`config.mk`:
```
export PLATFORM = sky130hd
export DESIGN_NAME = up_int_sequencer
export DESIGN_NICKNAME = d
export VERILOG_FILES = /design/src/rtl/up_pkg.sv /design/src/rtl/up_int_prio_enc.sv /design/src/rtl/up_int_sequencer.sv
export SDC_FILE = /design/constraint.sdc
export NUM_CORES = 1
export LEC_CHECK = 0
export BUFFER_PORTS_ARGS = -buffer_cell sky130_fd_sc_hd__buf_2
export CAP_MARGIN = 20
export CORE_MARGIN = 10
export CORE_UTILIZATION = 25
export DETAILED_ROUTE_END_ITERATION = 10
export GPL_ROUTABILITY_DRIVEN = 0
export SLEW_MARGIN = 20
export SYNTH_ARGS = -nofsm -noshare
export SYNTH_HDL_FRONTEND = slang
export SYNTH_SLANG_ARGS = --single-unit
```
`constraint.sdc`:
```
create_clock -name clk -period 4.4 [get_ports clk]
set_clock_uncertainty 0.1 [all_clocks]
set_input_delay 0.22 -clock clk [delete_from_list [all_inputs] [get_ports clk]]
set_output_delay 0.22 -clock clk [all_outputs]
set_load 0.02 [all_outputs]
```
`src/rtl/up_pkg.sv`:
```
// Shared definitions for the interrupt entry sequencer: datapath op codes
// and the sequencer state encoding.
package up_pkg;

  localparam logic [4:0] OP_NOP     = 5'b00000;
  localparam logic [4:0] OP_ADD_SP  = 5'b11001;
  localparam logic [4:0] OP_WR_PC   = 5'b11011;
  localparam logic [4:0] OP_DEC_SP  = 5'b11010;
  localparam logic [4:0] OP_VEC_JMP = 5'b10000;

  typedef enum logic [2:0] {
    SEQ_IDLE      = 3'd0,
    SEQ_PUSH_ADDR = 3'd1,
    SEQ_PUSH_WR   = 3'd2,
    SEQ_DEC_SP    = 3'd3,
    SEQ_JUMP      = 3'd4
  } seq_state_t;

endpackage

```
`src/rtl/up_int_prio_enc.sv`:
```
// Lowest-index-wins priority encoder: index of the lowest set bit plus a
// valid flag when any bit is set.
module up_int_prio_enc #(
  parameter int N  = 4,
  parameter int IW = 3
) (
  input  logic [N-1:0]  req,
  output logic [IW-1:0] idx,
  output logic          valid
);

  // Scan from the top down so the last hit is the lowest set bit.
  always_comb begin
    idx   = '0;
    valid = |req;
    for (int i = N - 1; i >= 0; i--) begin
      if (req[i]) idx = IW'(i);
    end
  end

endmodule

```
`src/rtl/up_int_sequencer.sv`:
```
// Interrupt front end and entry sequencer: edge-detected requests, enable mask,
// priority nesting, and the push-PC / dec-SP / vector-jump strobe sequence.
module up_int_sequencer
  import up_pkg::*;
#(
  parameter int N_INT = 4,
  parameter int VEC_W = 3,
  parameter int OP_W  = 5
) (
  input  logic             clk,
  input  logic             nRst,
  input  logic [N_INT-1:0] int_req,
  input  logic             int_en_we,
  input  logic [N_INT-1:0] int_en_d,
  input  logic             fetch,
  input  logic             ret,
  input  logic             mem_re,
  output logic             grant,
  output logic             busy,
  output logic             done,
  output logic [OP_W-1:0]  op,
  output logic             pc_we,
  output logic             sp_we,
  output logic             mem_we,
  output logic             ale,
  output logic [VEC_W-1:0] vec,
  output logic [N_INT-1:0] int_pending,
  output logic [N_INT-1:0] int_active,
  output seq_state_t       dbg_state
);

  // Handshakes: fetch/grant -- in IDLE a fetch with an eligible candidate is
  // granted combinationally in the same cycle; mem_we/mem_re -- the PC write
  // is held in PUSH_WR until mem_re is seen high at a clock edge.

  seq_state_t       state, state_nxt;
  logic [N_INT-1:0] int_last, en;
  logic [N_INT-1:0] edges, cand_oh, ret_clr;
  logic [VEC_W-1:0] cand, act_idx;
  logic             cand_valid, act_any, accept;

  up_int_prio_enc #(.N(N_INT), .IW(VEC_W)) u_cand_enc (
    .req   (int_pending & en),
    .idx   (cand),
    .valid (cand_valid)
  );

  up_int_prio_enc #(.N(N_INT), .IW(VEC_W)) u_act_enc (
    .req   (int_active),
    .idx   (act_idx),
    .valid (act_any)
  );

  // Only a strictly higher-priority (lower index) channel may nest.
  assign accept    = (state == SEQ_IDLE) && fetch && cand_valid &&
                     (!act_any || (cand < act_idx));
  assign grant     = accept;
  assign edges     = int_req & ~int_last;
  assign cand_oh   = accept ? (N_INT'(1) << cand) : '0;
  assign ret_clr   = (ret && act_any) ? (N_INT'(1) << act_idx) : '0;
  assign dbg_state = state;

  always_ff @(posedge clk or negedge nRst) begin
    if (!nRst) begin
      state       <= SEQ_IDLE;
      int_last    <= '0;
      int_pending <= '0;
      en          <= '0;
      int_active  <= '0;
      vec         <= '0;
    end else begin
      state       <= state_nxt;
      int_last    <= int_req;
      int_pending <= (int_pending & ~cand_oh) | edges;
      int_active  <= (int_active & ~ret_clr) | cand_oh;
      if (int_en_we) en  <= int_en_d;
      if (accept)    vec <= cand;
    end
  end

  always_comb begin
    state_nxt = state;
    op        = '0;
    busy      = 1'b0;
    done      = 1'b0;
    pc_we     = 1'b0;
    sp_we     = 1'b0;
    mem_we    = 1'b0;
    ale       = 1'b0;
    case (state)
      SEQ_IDLE: begin
        if (accept) state_nxt = SEQ_PUSH_ADDR;
      end
      SEQ_PUSH_ADDR: begin
        busy      = 1'b1;
        op        = OP_W'(OP_ADD_SP);
        ale       = 1'b1;
        state_nxt = SEQ_PUSH_WR;
      end
      SEQ_PUSH_WR: begin
        busy   = 1'b1;
        op     = OP_W'(OP_WR_PC);
        mem_we = 1'b1;
        if (mem_re) state_nxt = SEQ_DEC_SP;
      end
      SEQ_DEC_SP: begin
        busy      = 1'b1;
        op        = OP_W'(OP_DEC_SP);
        sp_we     = 1'b1;
        state_nxt = SEQ_JUMP;
      end
      SEQ_JUMP: begin
        busy      = 1'b1;
        op        = OP_W'(OP_VEC_JMP);
        pc_we     = 1'b1;
        done      = 1'b1;
        state_nxt = SEQ_IDLE;
      end
      default: state_nxt = SEQ_IDLE;
    endcase
  end

endmodule

```
# Yosys cells after proc, flatten, opt, wreduce, memory -nomap -nowiden
# Index checks and enable logic that the tools add are counted.
[totals] regBits=22 inputBits=14 out_inout_bits=26 elab_cells=54
[op_classes] order_cmp=1 n_eq_ne=6 n_shift=2 mux=19 n_bitwise=9 n_reduce_logical=11
[op_table] cell="case mux 5 bit (4 select lines)" count=1
[op_table] cell="bitwise AND 4 bit" count=4
[op_table] cell="2-to-1 mux 2 bit" count=8
[op_table] cell="NOT 4 bit" count=3
[op_table] cell="case mux 3 bit (4 select lines)" count=1
[op_table] cell="OR reduction 4 bit" count=3
[op_table] cell="2-to-1 mux 4 bit" count=2
[op_table] cell="bitwise OR 4 bit" count=2
[op_table] cell="<< shifter 1 x 3 -> 4 bit (first input constant)" count=2
[op_table] cell="== test 3 x 2 -> 1 bit (second input constant)" count=2
[op_table] cell="2-to-1 mux 3 bit" count=2
[op_table] cell="2-to-1 mux 1 bit" count=5
[op_table] cell="logical AND 1 bit" count=4
[op_table] cell="inequality test 2 bit (second input constant)" count=2
[op_table] cell="== test 3 x 1 -> 1 bit (second input constant)" count=1
[op_table] cell="== test 3 bit (second input constant)" count=1
[op_table] cell="logical NOT 3 bit" count=1
[op_table] cell="< comparator 3 bit" count=1
[op_table] cell="AND reduction 2 bit" count=1
[op_table] cell="logical NOT 1 bit" count=1
[op_table] cell="logical OR 1 bit" count=1

# Logic depth before layout (Yosys ltp)
# Gate-level depths: netlist of the first run.
[logic_depth] ltp_word=12 ltp_mapped=9

# Hierarchy
# From an unflattened synthesis of the first run, not the netlist that was laid out.
[unflattened] hier_cells=107 hier_area_um2=1132.3
[by_module_without_submodules] module="up_int_sequencer" n_inst=1 cells_each=89 area_each_um2=1039.7 seq_area_each_um2=550.5
[by_module_without_submodules] module="up_int_prio_enc" n_inst=2 cells_each=9 area_each_um2=46.3 seq_area_each_um2=0.0

# Least setup slack after synthesis of the first run
# Ideal clock, no wire load.
[synth_timing] path_type="reg-to-reg" startpoint="reg int_pending[3]" endpoint="reg state[0] (netlist: dbg_state[0])" setup_ps=65 arrival_time_ps=2110 path_slack_ps=2125 stages_incl_launch_ff=9 n_path_buf=0 synth_period_minus_slack_ps=2275 cell_sequence="dfrtp_1 > a22oi_1 > nor2_1 > ha_1 > nor2_1 > a211oi_1 > a311o_2 > a21oi_2 > o21a_1"
[synth_between] elab_chain_cells=10
[synth_rtl] item="from (decl)" line="up_int_sequencer.sv:27" source="output logic [N_INT-1:0] int_pending,"
[synth_rtl] item="from (signal assigned)" line="up_int_sequencer.sv:74" source="int_pending <= (int_pending & ~cand_oh) | edges;"
[synth_rtl] item="bitwise AND 4 bit" line="up_int_sequencer.sv:43" source=".req (int_pending & en),"
[synth_rtl] item="2-to-1 mux 2 bit (4 in a row)" line="up_int_prio_enc.sv:17" source="if (req[i]) idx = IW'(i);"
[synth_rtl] item="named net cand[1]" line="up_int_sequencer.sv:39" source="logic [VEC_W-1:0] cand, act_idx;"
[synth_rtl] item="< comparator 3 bit" line="up_int_sequencer.sv:56" source="(!act_any || (cand < act_idx));"
[synth_rtl] item="logical OR 1 bit" line="up_int_sequencer.sv:56"
[synth_rtl] item="logical AND 1 bit" line="up_int_sequencer.sv:55" source="assign accept = (state == SEQ_IDLE) && fetch && cand_valid &&"
[synth_rtl] item="named net grant" line="up_int_sequencer.sv:18" source="output logic grant,"
[synth_rtl] item="inequality test 2 bit (no source line)"
[synth_rtl] item="AND reduction 2 bit (no source line)"
[synth_rtl] item="to (signal assigned)" line="up_int_sequencer.sv:72" source="state <= state_nxt;"
[synth_rtl] item="to (decl)" line="up_int_sequencer.sv:36" source="seq_state_t state, state_nxt;"
# The timed path passes the listed nets, and every way through them passes these cells.
# A chain may end at the register's enable or synchronous reset.

# Worst setup path in the final report of the first run
[layout_timing] startpoint="reg int_pending[3]" endpoint="out grant"
[layout_between] elab_chain_cells=8
[layout_rtl] item="bitwise AND 4 bit" line="up_int_sequencer.sv:43"
[layout_rtl] item="2-to-1 mux 2 bit (4 in a row)" line="up_int_prio_enc.sv:17"
[layout_rtl] item="named net cand[1]" line="up_int_sequencer.sv:39"
[layout_rtl] item="< comparator 3 bit" line="up_int_sequencer.sv:56"
[layout_rtl] item="logical OR 1 bit" line="up_int_sequencer.sv:56"
[layout_rtl] item="logical AND 1 bit" line="up_int_sequencer.sv:55"
[layout_rtl] item="to (decl)" line="up_int_sequencer.sv:18"
# The timed path passes the listed nets, and every way through them passes these cells.

==> results.yml, run 1 <==
status:
  outcome: "finished, final reports clean"
drt:
  vias_per_cell: 4.513
  routedWlPerCell_um: 14.20
  drt_iter0_drc: 35
  drt_wl_total_mm: 2.656
  drt_pass1_iterations: 4
  drc: 0
  ant_nets: 0
  num_vias: 844
logic_synthesis:
  syn-cell-area_um2: 1030
  ys_top_cells_by_area: "dfrtp_1 51%, mux2_2 4.4%, nor2_1 3.6%"
  syn_avg_cell_area_um2: 10.95
  syn-instance-count: 94
  synth_top_cell_area_share_pct: 51.03
  yosys.area.top_type: "dfrtp_1"
  synth_seq_area_share_pct: 51.03
  synthDistinctLibCells: 32
  synth_seq_cells: 21
  yosysWarnings: 0
sta:
  fin_crit_sh_pct: 61.06
  period_needed_ns: 2.687
  clock.fmax_ghz: 0.3722
  finalSetupViolations: 0
  whs_ns: 0.09363
  hold_viol: 0
  drv_slew: 0
  rsz0062_at_grt: "no"
  timing.setup.tns_ns: 0
worst_setup_path:
  path_common_cell: "nor2_1"
  cp_max_fo: 4
  critPathMaxStageDelay_ns: 0.41
  crit_type: "reg -> out"
  worstSetupEndpointType: "primary output"
  ff2ff_path_depth: 8
  worstPathCellList: "a22oi_1, nor2_1, ha_1, nor2_1, a211oi_1, a311o_2, a21oi_2, buf_2"
  cp.required_ns: 4.08
  crit_buf_inv: 1
  reg2reg_slack_ns: 2.15
  timing.rr.end: "int_pending[3]"
  critPathArrivalTime_ns: 2.37
  start_kind: "flop"
  rr_startpoint: "int_pending[3]"
  crit_family: "compound AO/OA/AOI/OAI gates"
  crit_slowest_cell: "dfrtp_1"
global_route:
  grt_max_degree: 22
  grt_pass1_wl_mm: 4.284
  grt_pass1_vias: 859
  grt_remaining_overflow: 0
  track_usage_pct: 7.312
  antenna_found_initial: 0
worst_hold_path:
  hold_end: "en[0]"
  whs_path_depth: 2
  hp-start: "int_en_d[0]"
  hp-class: "in -> reg"
clock_tree:
  cts_buffers: 3
  cts_sinks: 21
  clkTransAtPathRegs_ns: 0.08
  clk_latency_ns: 0.26
  cts_tree: "done"
  postCtsResizedCells: 0
  clk_path_buf_depth: 2
  htreeDepth: 1
  clockRootBuffer: "clkbuf_8"
place:
  port_buffers: 37
  dp_hpwl_mm: 2.132
floorplan:
  die_w_um: 84.18
  num_rows: 23
  core_um2: 4000
  die_area_um2: 7086
  die_h_um: 84.18
  start_util_pct: 25.74
  io_pins: 40
layout:
  syn2layout_area_growth_pct: 30.86
  nNetsFinal: 153
  antennaDiodeCount: 0
  drive_gt1_share_pct: 40.15
power_and_ir_drop:
  powerDensity_nw_per_um2: 753.4
  peakVddDrop_v: 0.0002637
  leakage_nw: 0.6626
job:
  cap_violations: 0
Yosys cell counts, drive strengths merged:
| library cell | n |
|---|---|
| dfrtp | 21 |
| nor2 | 10 |
| nand2 | 8 |
| and2 | 5 |
| buf | 4 |
| mux2 | 4 |
| nor2b | 4 |
| inv | 3 |
| nand2b | 3 |
| o21a | 3 |
| a211oi | 2 |
| a21oi | 2 |
| a22o | 2 |
| a32o | 2 |
| a41oi | 2 |
| nand3b | 2 |
| o21ai | 2 |
| or2 | 2 |
| a21o | 1 |
| a22oi | 1 |
| a2bb2oi | 1 |
| a311o | 1 |
| a31o | 1 |
| a41o | 1 |
| and2b | 1 |
| conb | 1 |
| ha | 1 |
| nor3b | 1 |
| nor4 | 1 |
| o22a | 1 |
| xnor2 | 1 |
kinds of logic after synthesis:
group                    share of synthesized area, %
AND/OR/NAND/NOR                                 20.29
AO/OA/AOI/OAI                                   17.86
flip-flops                                      51.03
buffers and inverters                           4.010
multiplexers                                    4.374
adder cells (fa/ha/maj)                         1.215
other                                          0.3642
XOR/XNOR                                       0.8507
worst reg2reg max path: cells and delay by family, from the launching register on:
| kind | cells | cell delay, ns |
|---|---|---|
| flip-flops | 1 | 0.41 |
| adder cells (fa/ha/maj) | 1 | 0.24 |
| AND/OR/NAND/NOR | 2 | 0.29 |
| AO/OA/AOI/OAI | 5 | 1.08 |
metrics by stage:
step	cells	area (um^2)	power [mW]	util, %	worst slack, ns
3_3_place_gp	178	1251	0.8823	31.28	2.086
6_report	187	1348	1.015	33.69	1.713
5_1_grt	187	1348	1.093	33.69	1.537
4_1_cts	187	1348	1.031	33.69	1.730
2_1_floorplan	95	1033	0.7265	-	2.125
3_5_place_dp	178	1251	0.8967	31.28	2.029
registers in the layout, summed over array words and instances, names as in the netlist:
register     count
en               4
vec              2
dbg_state        3
int_active       4
int_pending      4
int_last         4
power breakdown:
part           switching, mW  internal [mW]
registers             0.0762          0.252
logic                  0.339          0.222
clock network         0.0632         0.0631
repair_timing:
item                                   4_1_cts  5_1_grt
hold buffers                                 5        0
buffers inserted                             0        0
endpoints found under the hold margin       25        0
worst max path at each step:
stage / start / to / slack [ns] / cells past startpoint
2_1_floorplan: int_pending[3] / dbg_state[0] / 2.12 / 8
6_report: int_pending[3] / grant / 1.71 / 8
3_5_place_dp: int_pending[0] / grant / 2.03 / 9
4_1_cts: int_pending[0] / grant / 1.73 / 9
5_1_grt: int_pending[0] / grant / 1.54 / 9
3_3_place_gp: int_pending[3] / grant / 2.09 / 8
layout make-up:
type	count	area, um^2
fillers	416	2653
flip-flops and latches	21	525.5
multi-input cells	67	466.7
repair buffers	42	235.2
well taps	50	62.56
clock buffers	3	41.29
inverters	3	11.26
clock inverters	1	5.005
cells in the final DEF (no fill, tap or decap), drive strengths merged, types with 2 or more instances in the layout:
cell type	count
o21ai	2
nor2b	4
a211oi	2
nand2	8
dfrtp	21
conb	2
and2	5
a32o	2
nand3b	2
dlygate4sd3	5
a22o	2
clkbuf	3
or2	2
nor2	10
inv	3
a21oi	2
nand2b	3
buf	37
o21a	3
mux2	4
a41oi	2
routing by layer:
metal  GRT usage, %  vias up  part of all wire, %
li1               -      414                    -
met1          8.812      400                   45
met2          11.76       26                   48
met3          1.836        4                  5.3
met4          3.653        0                  1.8
met5              0        -                    0
Power figures use the tool's default switching activity.
==> inputs of run 2 (changes only) <==
==> constraint.sdc (replaced) <==
create_clock -name clk -period 2.62 [get_ports clk]
set_clock_uncertainty 0.1 [all_clocks]
set_input_delay 0.131 -clock clk [delete_from_list [all_inputs] [get_ports clk]]
set_output_delay 0.131 -clock clk [all_outputs]
set_load 0.02 [all_outputs]
==> results.yml, run 2 (synthesis gave the netlist of run 1 again) <==
floorplan:
  die_area_um2: 7086
  die_w_um: 84.18
  io_pins: 40
  start_util_pct: 25.74
  num_rows: 23
  die_h_um: 84.18
  core_um2: 4000
drt:
  dr_wl_met3_um: 141
  drt_wl_total_mm: 2.674
  drt_iter0_drc: 33
  met2WireLength_mm: 1.303
  routed.top_layer: "met4"
  wl_met1_mm: 1.178
  drc: 0
  routedWlPerCell_um: 14.30
  vias_per_cell: 4.567
  drt_pass1_iterations: 4
  num_vias: 854
  ant_nets: 0
layout:
  fin_util_pct: 33.94
  mostFrequentLayoutCells: "37 x buf_2, 21 x dfrtp_1, 9 x nor2_1, 7 x nand2_1, 5 x dlygate4sd3_1"
  syn2layout_area_growth_pct: 31.83
  antennaDiodeCount: 0
  drive_gt1_share_pct: 42.34
  nNetsFinal: 153
  final_common_cell: "buf_2"
power_and_ir_drop:
  comb_power_share_pct: 55.2
  peakVddDrop_v: 0.0004437
  pwr-share-clk_pct: 12.4
  power_switching_mw: 0.8101
  p_seq_share_pct: 32.4
  powerDensity_nw_per_um2: 1263
  p_int_mw: 0.9049
  leakage_nw: 0.6628
  switching_share_pct: 47.24
sta:
  fin_crit_sh_pct: 94.74
  hold_viol: 0
  clock.fmax_ghz: 0.4029
  rsz0062_at_grt: "no"
  timing.setup.tns_ns: 0
  finalSetupViolations: 0
  period_needed_ns: 2.482
  drv_slew: 0
clock_tree:
  cts_tree: "done"
  cts_sinks: 21
  cts_buffers: 3
  clk_latency_ns: 0.26
  clk_path_buf_depth: 2
  clkTransAtPathRegs_ns: 0.08
  clockRootBuffer: "clkbuf_8"
  htreeDepth: 1
job:
  cap_violations: 0
worst_setup_path:
  worstPathCellList: "nand2_2, nand2_1, nor2_2, ha_1, nor2_1, a211oi_1, a311o_2, a21oi_2, buf_2"
  cp_max_fo: 6
  critPathArrivalTime_ns: 2.25
  crit_family: "compound AO/OA/AOI/OAI gates"
  crit_buf_inv: 1
  worstSetupEndpointType: "primary output"
  crit_type: "reg -> out"
  cp.required_ns: 2.39
  crit_slowest_cell: "dfrtp_1"
  start_kind: "flop"
  critPathMaxStageDelay_ns: 0.42
global_route:
  grt_remaining_overflow: 0
  grt_max_degree: 22
  grt_pass1_wl_mm: 4.284
  track_usage_pct: 7.312
  grt_pass1_vias: 859
  antenna_found_initial: 0
place:
  dp_hpwl_mm: 2.132
  port_buffers: 37
status:
  outcome: "finished, final reports clean"
worst_hold_path:
  hp-class: "in -> reg"
## run 2: layer usage
layer	global-route usage, %	up-vias
li1	-	414
met1	8.812	411
met2	11.76	25
met3	1.836	4
met4	3.653	0
met5	0	-
## run 2: area by class of cell
cell class | count | area, um^2
fill | 421 | 2643
sequential | 21 | 525.5
multi-input combinational | 67 | 476.7
timing repair buffer | 42 | 235.2
tap | 50 | 62.56
clock buffer | 3 | 41.29
inverter | 3 | 11.26
clock inverter | 1 | 5.005
## run 2: per-stage QoR
| step | hold slack, ns | area, um^2 | power (mW) | setup WS (ns) | std cells |
|---|---|---|---|---|---|
| 3_5_place_dp | 0.01241 | 1251 | 1.506 | 0.3383 | 178 |
| 3_3_place_gp | 0.004015 | 1251 | 1.482 | 0.3943 | 178 |
| 2_1_floorplan | -0.2646 | 1033 | 1.220 | 0.3446 | 95 |
| 5_1_grt | 0.01219 | 1358 | 1.845 | 0.001851 | 187 |
| 6_report | 0.004449 | 1358 | 1.715 | 0.1378 | 187 |
| 4_1_cts | 0.003824 | 1348 | 1.731 | 0.03900 | 187 |
## run 2: path summary, 6_finish.rpt
check | startpoint | to | slack [ns] | cells after the start
hold / removal | int_en_d[0] | en[0] | 0.004 | 2
max in group asynchronous | nRst | vec[1] | 1.83 | 2
min in group asynchronous | nRst | dbg_state[2] | 0.27 | 2
setup reg to reg | int_pending[0] | vec[0] | 0.49 | 8
hold reg to reg | vec[0] | vec[0] | 0.39 | 1
setup / recovery | int_pending[0] | grant | 0.14 | 9
## run 2: timing repair
item	4_1_cts	5_1_grt
setup buffers	0	0
endpoints found under the setup margin	0	1
gates resized for setup	0	3
hold endpoints to repair	25	0
hold buffers	5	0
## run 2: power by group through the flow
stage	Combinational [mW]	Sequential [mW]	Clock, mW
floorplan	0.574	0.646	0
global placement	0.932	0.550	0
detailed placement	0.946	0.560	0
CTS	0.958	0.553	0.220
global route	1.04	0.576	0.233
finish	0.947	0.555	0.213
## run 2: worst reg2reg max path, cell delays in order, from the launching register on
cell      delay, ns
dfrtp_1        0.42
nand2_2        0.13
nand2_1        0.09
nor2_2         0.18
ha_1           0.26
nor2_1         0.13
a211oi_1       0.08
a311o_2        0.40
o22a_2         0.24
